`src/rtl/quad_encoder_counter_pkg.sv`:
```
// Shared definitions for the quadrature encoder counter: state codes, step codes,
// default widths and the transition classifier used by the decoder.
package quad_encoder_counter_pkg;

    localparam int DEF_FILTER_CYCLES = 4;
    localparam int DEF_PERIOD_W      = 24;
    localparam int DEF_ERR_W         = 16;

    typedef enum logic [1:0] {
        Q00 = 2'b00,
        Q10 = 2'b10,
        Q11 = 2'b11,
        Q01 = 2'b01
    } quad_state_e;

    typedef enum logic [1:0] {
        STEP_NONE    = 2'd0,
        STEP_FWD     = 2'd1,
        STEP_REV     = 2'd2,
        STEP_ILLEGAL = 2'd3
    } step_e;

    // Classify a {F,B} transition; forward order is 00 -> 10 -> 11 -> 01 -> 00.
    function automatic step_e decode_step(input logic [1:0] prev, input logic [1:0] cur);
        logic [1:0] fwd_next;
        step_e      res;
        case (prev)
            Q00:     fwd_next = Q10;
            Q10:     fwd_next = Q11;
            Q11:     fwd_next = Q01;
            Q01:     fwd_next = Q00;
            default: fwd_next = Q10;
        endcase
        if (prev == cur) begin
            res = STEP_NONE;
        end else if ((prev ^ cur) == 2'b11) begin
            res = STEP_ILLEGAL;
        end else if (cur == fwd_next) begin
            res = STEP_FWD;
        end else begin
            res = STEP_REV;
        end
        return res;
    endfunction

endpackage

```
`src/rtl/quad_encoder_counter_enc_pin_filter.sv`:
```
// One encoder pin: two-flop synchronizer followed by a stable-count glitch filter.
module enc_pin_filter
    import quad_encoder_counter_pkg::*;
#(
    parameter int FILTER_CYCLES = DEF_FILTER_CYCLES
) (
    input  logic clk_i,
    input  logic reset_i,
    input  logic pin_i,
    output logic filt_o
);

    localparam logic [7:0] LAST_CNT = 8'(FILTER_CYCLES - 1);

    logic       sync1_q;
    logic       sync2_q;
    logic       filt_q;
    logic       filt_d;
    logic [7:0] cnt_q;
    logic [7:0] cnt_d;

    // A new level is taken only after FILTER_CYCLES consecutive differing samples.
    always_comb begin
        filt_d = filt_q;
        cnt_d  = cnt_q;
        if (sync2_q == filt_q) begin
            cnt_d = 8'd0;
        end else if (cnt_q == LAST_CNT) begin
            filt_d = sync2_q;
            cnt_d  = 8'd0;
        end else begin
            cnt_d = cnt_q + 8'd1;
        end
    end

    // Synchronizer and filter state.
    always_ff @(posedge clk_i or posedge reset_i) begin
        if (reset_i) begin
            sync1_q <= 1'b0;
            sync2_q <= 1'b0;
            filt_q  <= 1'b0;
            cnt_q   <= 8'd0;
        end else begin
            sync1_q <= pin_i;
            sync2_q <= sync1_q;
            filt_q  <= filt_d;
            cnt_q   <= cnt_d;
        end
    end

    assign filt_o = filt_q;

endmodule

```
`src/rtl/quad_encoder_counter.sv`:
```
// Quadrature decoder with position count, step-period measurement and
// illegal-transition diagnostics for one wheel encoder.
module quad_encoder_counter
    import quad_encoder_counter_pkg::*;
#(
    parameter int FILTER_CYCLES = DEF_FILTER_CYCLES,
    parameter int PERIOD_W      = DEF_PERIOD_W,
    parameter int ERR_W         = DEF_ERR_W
) (
    input  logic                clk,
    input  logic                reset,
    input  logic                pinEncoderF,
    input  logic                pinEncoderB,
    input  logic                writeEncoder,
    input  logic [31:0]         setEncoderData,
    output logic [31:0]         encoderValue,
    output logic [PERIOD_W-1:0] stepPeriod,
    output logic                stepDir,
    output logic [ERR_W-1:0]    errCount,
    output logic                errFlag
);

    localparam logic [PERIOD_W-1:0] PERIOD_MAX = {PERIOD_W{1'b1}};
    localparam logic [PERIOD_W-1:0] PERIOD_ONE = {{(PERIOD_W-1){1'b0}}, 1'b1};
    localparam logic [ERR_W-1:0]    ERR_MAX    = {ERR_W{1'b1}};
    localparam logic [ERR_W-1:0]    ERR_ONE    = {{(ERR_W-1){1'b0}}, 1'b1};

    logic                f_filt_s;
    logic                b_filt_s;
    logic [1:0]          cur_s;
    logic [1:0]          prev_q;
    step_e               step_s;
    logic                step_valid_s;

    logic [31:0]         value_q,       value_d;
    logic [PERIOD_W-1:0] period_cnt_q,  period_cnt_d;
    logic [PERIOD_W-1:0] step_period_q, step_period_d;
    logic                dir_q,         dir_d;
    logic [ERR_W-1:0]    err_cnt_q,     err_cnt_d;
    logic                err_flag_q,    err_flag_d;

    enc_pin_filter #(.FILTER_CYCLES(FILTER_CYCLES)) u_filt_f (
        .clk_i   (clk),
        .reset_i (reset),
        .pin_i   (pinEncoderF),
        .filt_o  (f_filt_s)
    );

    enc_pin_filter #(.FILTER_CYCLES(FILTER_CYCLES)) u_filt_b (
        .clk_i   (clk),
        .reset_i (reset),
        .pin_i   (pinEncoderB),
        .filt_o  (b_filt_s)
    );

    assign cur_s        = {f_filt_s, b_filt_s};
    assign step_s       = decode_step(prev_q, cur_s);
    assign step_valid_s = (step_s == STEP_FWD) || (step_s == STEP_REV);

    // Position, direction and error bookkeeping; a bus load overrides a same-cycle step.
    always_comb begin
        value_d    = value_q;
        dir_d      = dir_q;
        err_flag_d = err_flag_q;
        err_cnt_d  = err_cnt_q;
        if (writeEncoder) begin
            value_d    = setEncoderData;
            err_flag_d = 1'b0;
        end else if (step_s == STEP_FWD) begin
            value_d = value_q + 32'd1;
            dir_d   = 1'b1;
        end else if (step_s == STEP_REV) begin
            value_d = value_q - 32'd1;
            dir_d   = 1'b0;
        end else if (step_s == STEP_ILLEGAL) begin
            err_flag_d = 1'b1;
        end else begin
            value_d = value_q;
        end
        if ((step_s == STEP_ILLEGAL) && (err_cnt_q != ERR_MAX)) begin
            err_cnt_d = err_cnt_q + ERR_ONE;
        end else begin
            err_cnt_d = err_cnt_q;
        end
    end

    // Step-period measurement; a saturated counter reports a stall without waiting for a step.
    always_comb begin
        period_cnt_d  = period_cnt_q;
        step_period_d = step_period_q;
        if (step_valid_s) begin
            step_period_d = (period_cnt_q == PERIOD_MAX) ? PERIOD_MAX : period_cnt_q + PERIOD_ONE;
            period_cnt_d  = {PERIOD_W{1'b0}};
        end else if (period_cnt_q == PERIOD_MAX) begin
            step_period_d = PERIOD_MAX;
            period_cnt_d  = PERIOD_MAX;
        end else begin
            period_cnt_d  = period_cnt_q + PERIOD_ONE;
        end
    end

    // Decoder history and all output registers.
    always_ff @(posedge clk or posedge reset) begin
        if (reset) begin
            prev_q        <= 2'b00;
            value_q       <= 32'd0;
            period_cnt_q  <= {PERIOD_W{1'b0}};
            step_period_q <= PERIOD_MAX;
            dir_q         <= 1'b0;
            err_cnt_q     <= {ERR_W{1'b0}};
            err_flag_q    <= 1'b0;
        end else begin
            prev_q        <= cur_s;
            value_q       <= value_d;
            period_cnt_q  <= period_cnt_d;
            step_period_q <= step_period_d;
            dir_q         <= dir_d;
            err_cnt_q     <= err_cnt_d;
            err_flag_q    <= err_flag_d;
        end
    end

    assign encoderValue = value_q;
    assign stepPeriod   = step_period_q;
    assign stepDir      = dir_q;
    assign errCount     = err_cnt_q;
    assign errFlag      = err_flag_q;

endmodule
```
`config.mk`:
```
export PLATFORM = sky130hd
export DESIGN_NAME = quad_encoder_counter
export DESIGN_NICKNAME = d
export VERILOG_FILES = /design/src/rtl/quad_encoder_counter_pkg.sv /design/src/rtl/quad_encoder_counter_enc_pin_filter.sv /design/src/rtl/quad_encoder_counter.sv
export SDC_FILE = /design/constraint.sdc
export NUM_CORES = 1
export LEC_CHECK = 0
export BUFFER_PORTS_ARGS = -buffer_cell sky130_fd_sc_hd__buf_2
export CORE_MARGIN = 3
export CORE_UTILIZATION = 35
export CTS_BUF_LIST = sky130_fd_sc_hd__clkbuf_16
export CTS_CLUSTER_SIZE = 40
export DETAILED_ROUTE_END_ITERATION = 12
export RECOVER_POWER = 25
export SETUP_SLACK_MARGIN = 0.2
export SLEW_MARGIN = 30
export SYNTH_ARGS = -nofsm -noshare
export SYNTH_HDL_FRONTEND = slang
export SYNTH_SLANG_ARGS = --single-unit
```
`constraint.sdc`:
```
create_clock -name clk -period 5.19 [get_ports clk]
set_clock_uncertainty 0.2 [all_clocks]
set_input_delay 0 -clock clk [delete_from_list [all_inputs] [get_ports clk]]
set_output_delay 0 -clock clk [all_outputs]
set_load 0.1 [all_outputs]
```
==> impl_metrics.ini, run 1 <==
[setup_path]
rr_worst_depth = 16
critPathCaptureType = flop
path_class = reg2reg
cp_cell_sequence = nor2_1 > a21o_1 > o21a_1 > inv_1 > ha_1 > inv_1 > ha_1 > nor2b_4 > o31a_1 > o31a_1 > a41oi_4 > o21ai_4 > a211oi_2 > xnor2_1 > o21ai_1 > mux2_2
cp.required_ns = 5.29
cpMaxStageDelayCell = dfrtp_1
cp_num_cells = 16
crit_fanout = 19
cp_top_family = compound AO/OA/AOI/OAI gates
max_stage_delay_ns = 0.48
cp_num_buf_inv = 2
crit_path_start_kind = flop
crit_arrival_ns = 4.42

[logic_synthesis]
ys_seq_elements = 122
yosys-top-cells-count = 98 x dfrtp_1, 75 x nand2_1, 69 x a21oi_1
synth_compound_area_share_pct = 16.9
synth_top_family_by_area = simple AND/OR/NAND/NOR gates
syn-cell-area_um2 = 7320
synth_ff_type = dfrtp_1
syn_area_per_cell_um2 = 9.43
synthXorXnorAreaFrac_pct = 9.21
synth-edff-count = 0
seq_area_frac_synth_pct = 42.1
synth_fa_ha_area_share_pct = 6.59
synthTopCellsByArea = dfrtp_1 33%, dfstp_2 8.6%, ha_1 6.3%
synth-simple-area-share_pct = 18.0
synth_cell_types = 63
syn_nets = 852
yosys_warnings = 0
synth.most_common_cell = dfrtp_1
synth_top_cell_area_share_pct = 33.5
synth_cells = 777
yosysTopAreaCell = dfrtp_1
muxShareOfSynthArea_pct = 3.78
synthArstFlopShare_pct = 100

[detailed_routing]
vias = 6057
wl_per_cell_um = 14.9
drtIter0Drc = 276
finalWirelength_um = 17800
ant_nets = 0
drc = 0
viasPerCell = 5.07
firstDrtPassIters = 4

[status]
outcome = finished with violations
violations = capacitance limit, slew limit

[floorplan]
dieWidth_um = 151
die_y_um = 151
die-area_um2 = 22700
initial_core_util_pct = 36.0
num_rows = 52
fp.coreArea_um2 = 20400
ios = 111

[sta]
tns_ns = 0
worst_slew_pin_slew_ns = 2.31
rsz0062_at_grt = false
finalHoldViolCount = 0
period_share_pct = 83.1
fmax_mhz = 232
relSlewSlack_pct = -55.1
maxSlewViolCount = 55
fin_crit_ns = 4.31
setup_viol = 0

[finish]
area_delta_synth_final_pct = 22.8
layout.nets = 987
num_antenna_cells = 0
n_fill_cell = 2021
drive_above_1_share_pct = 19.8

[cts]
clk_latency_ns = 0.42
clockBufferDepth = 2
htreeDepth = 4
path_clk_slew_ns = 0.06
root_buffer = clkbuf_16
cts_tree = built
cts.sinks = 122
cts_buffers = 17

[global_route]
grt_usage_pct = 15.9
antenna_found_initial = 0
grt-ovfl-total = 0
grt_pass1_vias = 5993
grt_start_max_net_pins = 56
grt_pass1_wl_um = 29300

[placed_design]
dpl.hpwl_um = 12600
portBuffers = 110
gp_congestion = 0.955

[min_path]
hold_depth = 2
min_path_type = in2reg

[job]
max-cap-violations = 1
[cell families after synthesis]
kind of cell / Yosys count
simple gates: 267
compound gates: 188
flops: 122
xor+xnor: 77
buf+inv: 60
fa+ha+maj: 38
mux: 25
[state kept, by name (all words and copies together) (netlist names), 2 cells and up]
register / count
prev_q: 2
stepPeriod: 24
period_cnt_q: 24
u_filt_b.cnt_q: 8
errCount: 16
encoderValue: 32
u_filt_f.cnt_q: 8
[metrics by stage]
step / util, % / area, um^2 / cells / worst slack (ns) / hold WS (ns)
2_1_floorplan: - / 7320 / 777 / 0.945 / -0.169
3_3_place_gp: 39.7 / 8090 / 1125 / 0.947 / -0.0895
3_5_place_dp: 39.7 / 8090 / 1125 / 0.899 / -0.0903
4_1_cts: 44.3 / 9020 / 1195 / 0.856 / 0.0105
5_1_grt: 44.1 / 8990 / 1195 / 0.474 / 0.0180
6_report: 44.1 / 8990 / 1195 / 0.875 / 0.0245
[layer usage]
layer,vias up,wire [um],track usage (%)
met4,0,161,4.85
met1,2885,8410,21.0
met5,-,0,0
met3,11,701,2.71
met2,109,8580,26.8
li1,3052,-,-
[worst register-to-register path, stage by stage, from the launching register on]
cell	delay, ns
dfrtp_1	0.48
nor2_1	0.18
a21o_1	0.11
o21a_1	0.13
inv_1	0.05
ha_1	0.26
inv_1	0.49
ha_1	0.39
nor2b_4	0.15
o31a_1	0.28
o31a_1	0.32
a41oi_4	0.31
o21ai_4	0.14
a211oi_2	0.22
xnor2_1	0.15
o21ai_1	0.08
mux2_2	0.28
[final timing paths]
check	from	slack, ns	to
max	u_filt_f.filt_o$_DFFE_PP0P_	0.88	encoderValue[28]$_DFFE_PP0P_
min	pinEncoderF	0.02	u_filt_f.sync1_q$_DFF_PP0_
max reg2reg	u_filt_f.filt_o$_DFFE_PP0P_	0.88	encoderValue[28]$_DFFE_PP0P_
min reg2reg	u_filt_f.sync1_q$_DFF_PP0_	0.15	u_filt_f.sync2_q$_DFF_PP0_
max in group asynchronous	reset	2.85	stepPeriod[1]$_DFFE_PP1P_
min in group asynchronous	reset	0.56	u_filt_b.cnt_q[5]$_DFF_PP0_
[timing repair]
action | in CTS | in global routing
setup buffers | 0 | 0
hold buffers | 38 | 0
gates resized for setup | 0 | 0
endpoints found under the hold margin | 87 | 0
[layout make-up]
type	instances	area (um^2)	area share (%)
inverter	22	83.8	0.932
clock inverter	15	118	1.31
multi-input combinational	595	3990	44.4
sequential	122	3080	34.3
clock buffer	17	425	4.73
tap	270	338	3.76
timing repair buffer	154	950	10.6
[layout by cell type, fill, tap and decap left out, drive strengths merged, types with 5 or more instances in the layout]
cell / netlist / final
o21ai: 42 / 42
nand2b: 17 / 17
clkbuf: 29 / 38
a21oi: 70 / 70
inv: 22 / 28
a211oi: 8 / 8
dlygate4sd3: 0 / 38
nor2b: 6 / 6
ha: 37 / 37
nand2: 75 / 75
dfrtp: 98 / 98
buf: 9 / 95
nand4: 18 / 18
a21o: 12 / 12
xnor2: 40 / 40
nor3: 16 / 16
xor2: 37 / 37
and3: 17 / 17
mux2: 21 / 21
and2: 5 / 5
clkinv: 0 / 5
dfstp: 24 / 24
a32o: 8 / 8
o21a: 6 / 6
a31oi: 7 / 7
nand3: 33 / 33
o211ai: 6 / 6
o21bai: 6 / 6
nor2: 62 / 62
Power of run 1 is not shown: default switching activity piles up to over one toggle a cycle in this logic, so the estimate is an artifact.
==> run 2: changes to the inputs <==
- ABC_AREA: unset -> 1
- clock period: 5.19 -> 3.6 ns (I/O delays scaled with it)
==> run 2 against run 1 <==
  * The run now ends clean
  * Sequential share of layout area shrank 4.2 points
  * Global-route usage grew 2.0 points
  * Worst hold slack worse by 0.014 ns
==> impl_metrics.ini, run 2 <==
[logic_synthesis]
ys_seq_elements = 122
yosysTopAreaCell = dfrtp_1
yosys-top-cells-count = 434 x nand2_1, 215 x inv_1, 100 x nor2_1
synthArstFlopShare_pct = 100
synth-edff-count = 0
synth_ff_type = dfrtp_1
synth_top_cell_area_share_pct = 29.9
yosys_warnings = 0
syn_nets = 1280
synthTopCellsByArea = dfrtp_1 30%, nand2_1 20%, inv_1 9.9%
syn_area_per_cell_um2 = 6.80
synth_cells = 1205
synth.most_common_cell = nand2_1
seq_area_frac_synth_pct = 37.6
synth_cell_types = 42
syn-cell-area_um2 = 8190

[floorplan]
num_rows = 55
initial_core_util_pct = 35.8
fp.coreArea_um2 = 22800
die-area_um2 = 25300
die_y_um = 159
dieWidth_um = 159
ios = 111

[sta]
finalHoldViolCount = 0
tns_ns = 0
fmax_mhz = 310
setup_viol = 0
worst_slew_pin_slew_ns = 1.28
period_share_pct = 89.5
maxSlewViolCount = 0
fin_crit_ns = 3.22
rsz0062_at_grt = true
relSlewSlack_pct = 14.8

[min_path]
hp-start = writeEncoder
min_to = encoderValue[7]$_DFFE_PP0P_
hold_depth = 3
min_path_type = in2reg

[placed_design]
portBuffers = 110
dpl.hpwl_um = 16700
gp_congestion = 0.920

[setup_path]
r2r_slack_ns = 0.38
critPathCaptureType = flop
cpMaxStageDelayCell = dfrtp_1
r2r_end = encoderValue[25]$_DFFE_PP0P_
r2r_start = u_filt_f.filt_o$_DFFE_PP0P_
cp_cell_sequence = xnor2_1 > nor2_2 > inv_1 > nand2_1 > ha_2 > inv_1 > buf_12 > ha_1 > nand2_1 > inv_1 > nand2_1 > nand2_1 > nand2_1 > nand3b_1 > nand2_1 > nand3b_1 > nand3_1 > nand2_1
cp.required_ns = 3.70
cp_top_family = simple AND/OR/NAND/NOR gates
cp_num_buf_inv = 4
crit_fanout = 22
rr_worst_depth = 18
crit_arrival_ns = 3.32
max_stage_delay_ns = 0.44
crit_path_start_kind = flop
path_class = reg2reg
crit_top_cell = nand2_1

[finish]
layout.nets = 1444
num_antenna_cells = 0
largest_register_ffs = 32
drive_above_1_share_pct = 15.2
layout_common_cells = 434 x nand2_1, 216 x inv_1, 110 x buf_2
area_delta_synth_final_pct = 25.0
final_common_cell = nand2_1
n_fill_cell = 2388

[job]
max-cap-violations = 0

[detailed_routing]
drc = 0
viasPerCell = 4.63
ant_nets = 0
finalWirelength_um = 22300
firstDrtPassIters = 5
drtIter0Drc = 499
wl_per_cell_um = 13.2
vias = 7844

[cts]
clk_latency_ns = 0.42
cts.sinks = 122
cts_tree = built
cts_buffers = 17
htreeDepth = 4
clockBufferDepth = 2
root_buffer = clkbuf_16
post-cts-setup-buffers = 0
path_clk_slew_ns = 0.06

[global_route]
antenna_found_initial = 0
grt-ovfl-total = 0
grt_start_max_net_pins = 49
grt_pass1_vias = 7687
grt_usage_pct = 17.9
grt_pass1_wl_um = 37600

[status]
outcome = complete, no violations
==> run 2: changes by cell type after synthesis, moves of 14 or more <==
cell and change:
a21oi_1 -34, a22o_1 +14, nand2b_1 -16, nor2_1 +38, clkbuf_1 -20, inv_1 +194
nand3_1 +49, and3_1 -15, xnor2_1 -24, nand2_1 +359, mux2_2 -21, xor2_1 -23
==> run 2: cell families (layout without fill, tap and decap cells) <==
logic type      Yosys count  count (layout)  synth area share (%)
flops                   122             122                  37.6
xor+xnor                 30              30                  3.21
buf+inv                 235             412                  11.1
simple gates            685             685                  35.2
fa+ha+maj                38              38                  5.90
compound gates           95              95                  6.89
==> run 2: metal layers <==
| metal | share of wire, % | vias to the layer above | track usage, % |
|---|---|---|---|
| li1 | - | 4087 | - |
| met1 | 47 | 3585 | 23.4 |
| met2 | 48 | 143 | 31.0 |
| met3 | 3.3 | 29 | 2.65 |
| met4 | 2.0 | 0 | 5.21 |
| met5 | 0 | - | 0 |
==> run 2: worst max path at each step <==
stage          slack [ns]                        start  cells past startpoint                            to
2_1_floorplan        0.44  u_filt_b.filt_o$_DFFE_PP0P_                     17  encoderValue[31]$_DFFE_PP0P_
3_3_place_gp         0.30  u_filt_b.filt_o$_DFFE_PP0P_                     17  encoderValue[25]$_DFFE_PP0P_
3_5_place_dp         0.23  u_filt_b.filt_o$_DFFE_PP0P_                     17  encoderValue[25]$_DFFE_PP0P_
4_1_cts              0.23  u_filt_b.filt_o$_DFFE_PP0P_                     17  encoderValue[25]$_DFFE_PP0P_
5_1_grt              0.13  u_filt_f.filt_o$_DFFE_PP0P_                     19  encoderValue[27]$_DFFE_PP0P_
6_report             0.38  u_filt_f.filt_o$_DFFE_PP0P_                     18  encoderValue[25]$_DFFE_PP0P_
==> run 2: layout make-up <==
type / count / area [um^2] / area share, %
Clock buffer: 17 / 425 / 4.16
Clock inverter: 15 / 153 / 1.49
Inverter: 218 / 820 / 8.01
Multi-Input combinational cell: 848 / 4300 / 42.0
Sequential cell: 122 / 3080 / 30.1
Tap cell: 313 / 392 / 3.83
Timing Repair Buffer: 162 / 1060 / 10.4
==> run 2: worst register-to-register path, stage by stage (launching register included) <==
cell and delay [ns]:
dfrtp_1 0.44, xnor2_1 0.25, nor2_2 0.08, inv_1 0.07
nand2_1 0.07, ha_2 0.22, inv_1 0.18, buf_12 0.22
ha_1 0.32, nand2_1 0.14, inv_1 0.07, nand2_1 0.07
nand2_1 0.05, nand2_1 0.05, nand3b_1 0.24, nand2_1 0.19
nand3b_1 0.10, nand3_1 0.10, nand2_1 0.05
==> run 2: repair_timing <==
action,CTS,global route
resized for setup,0,25
setup endpoints to repair,0,25
hold endpoints to repair,123,0
hold buffers,44,0
==> run 2: through the flow <==
stage                     cells  setup slack, ns  cell area (um^2)  hold WS [ns]  util (%)
final                      1695            0.379             10200        0.0109      44.8
after global routing       1695            0.127             10200        0.0305      44.8
after CTS                  1695            0.228             10100       0.00155      44.4
after detailed placement   1619            0.226              9130       -0.0899      40.0
after global placement     1619            0.301              9130       -0.0897      40.0
after floorplan            1205            0.438              8190        -0.169         -
Power of run 2 is left out for the same reason.
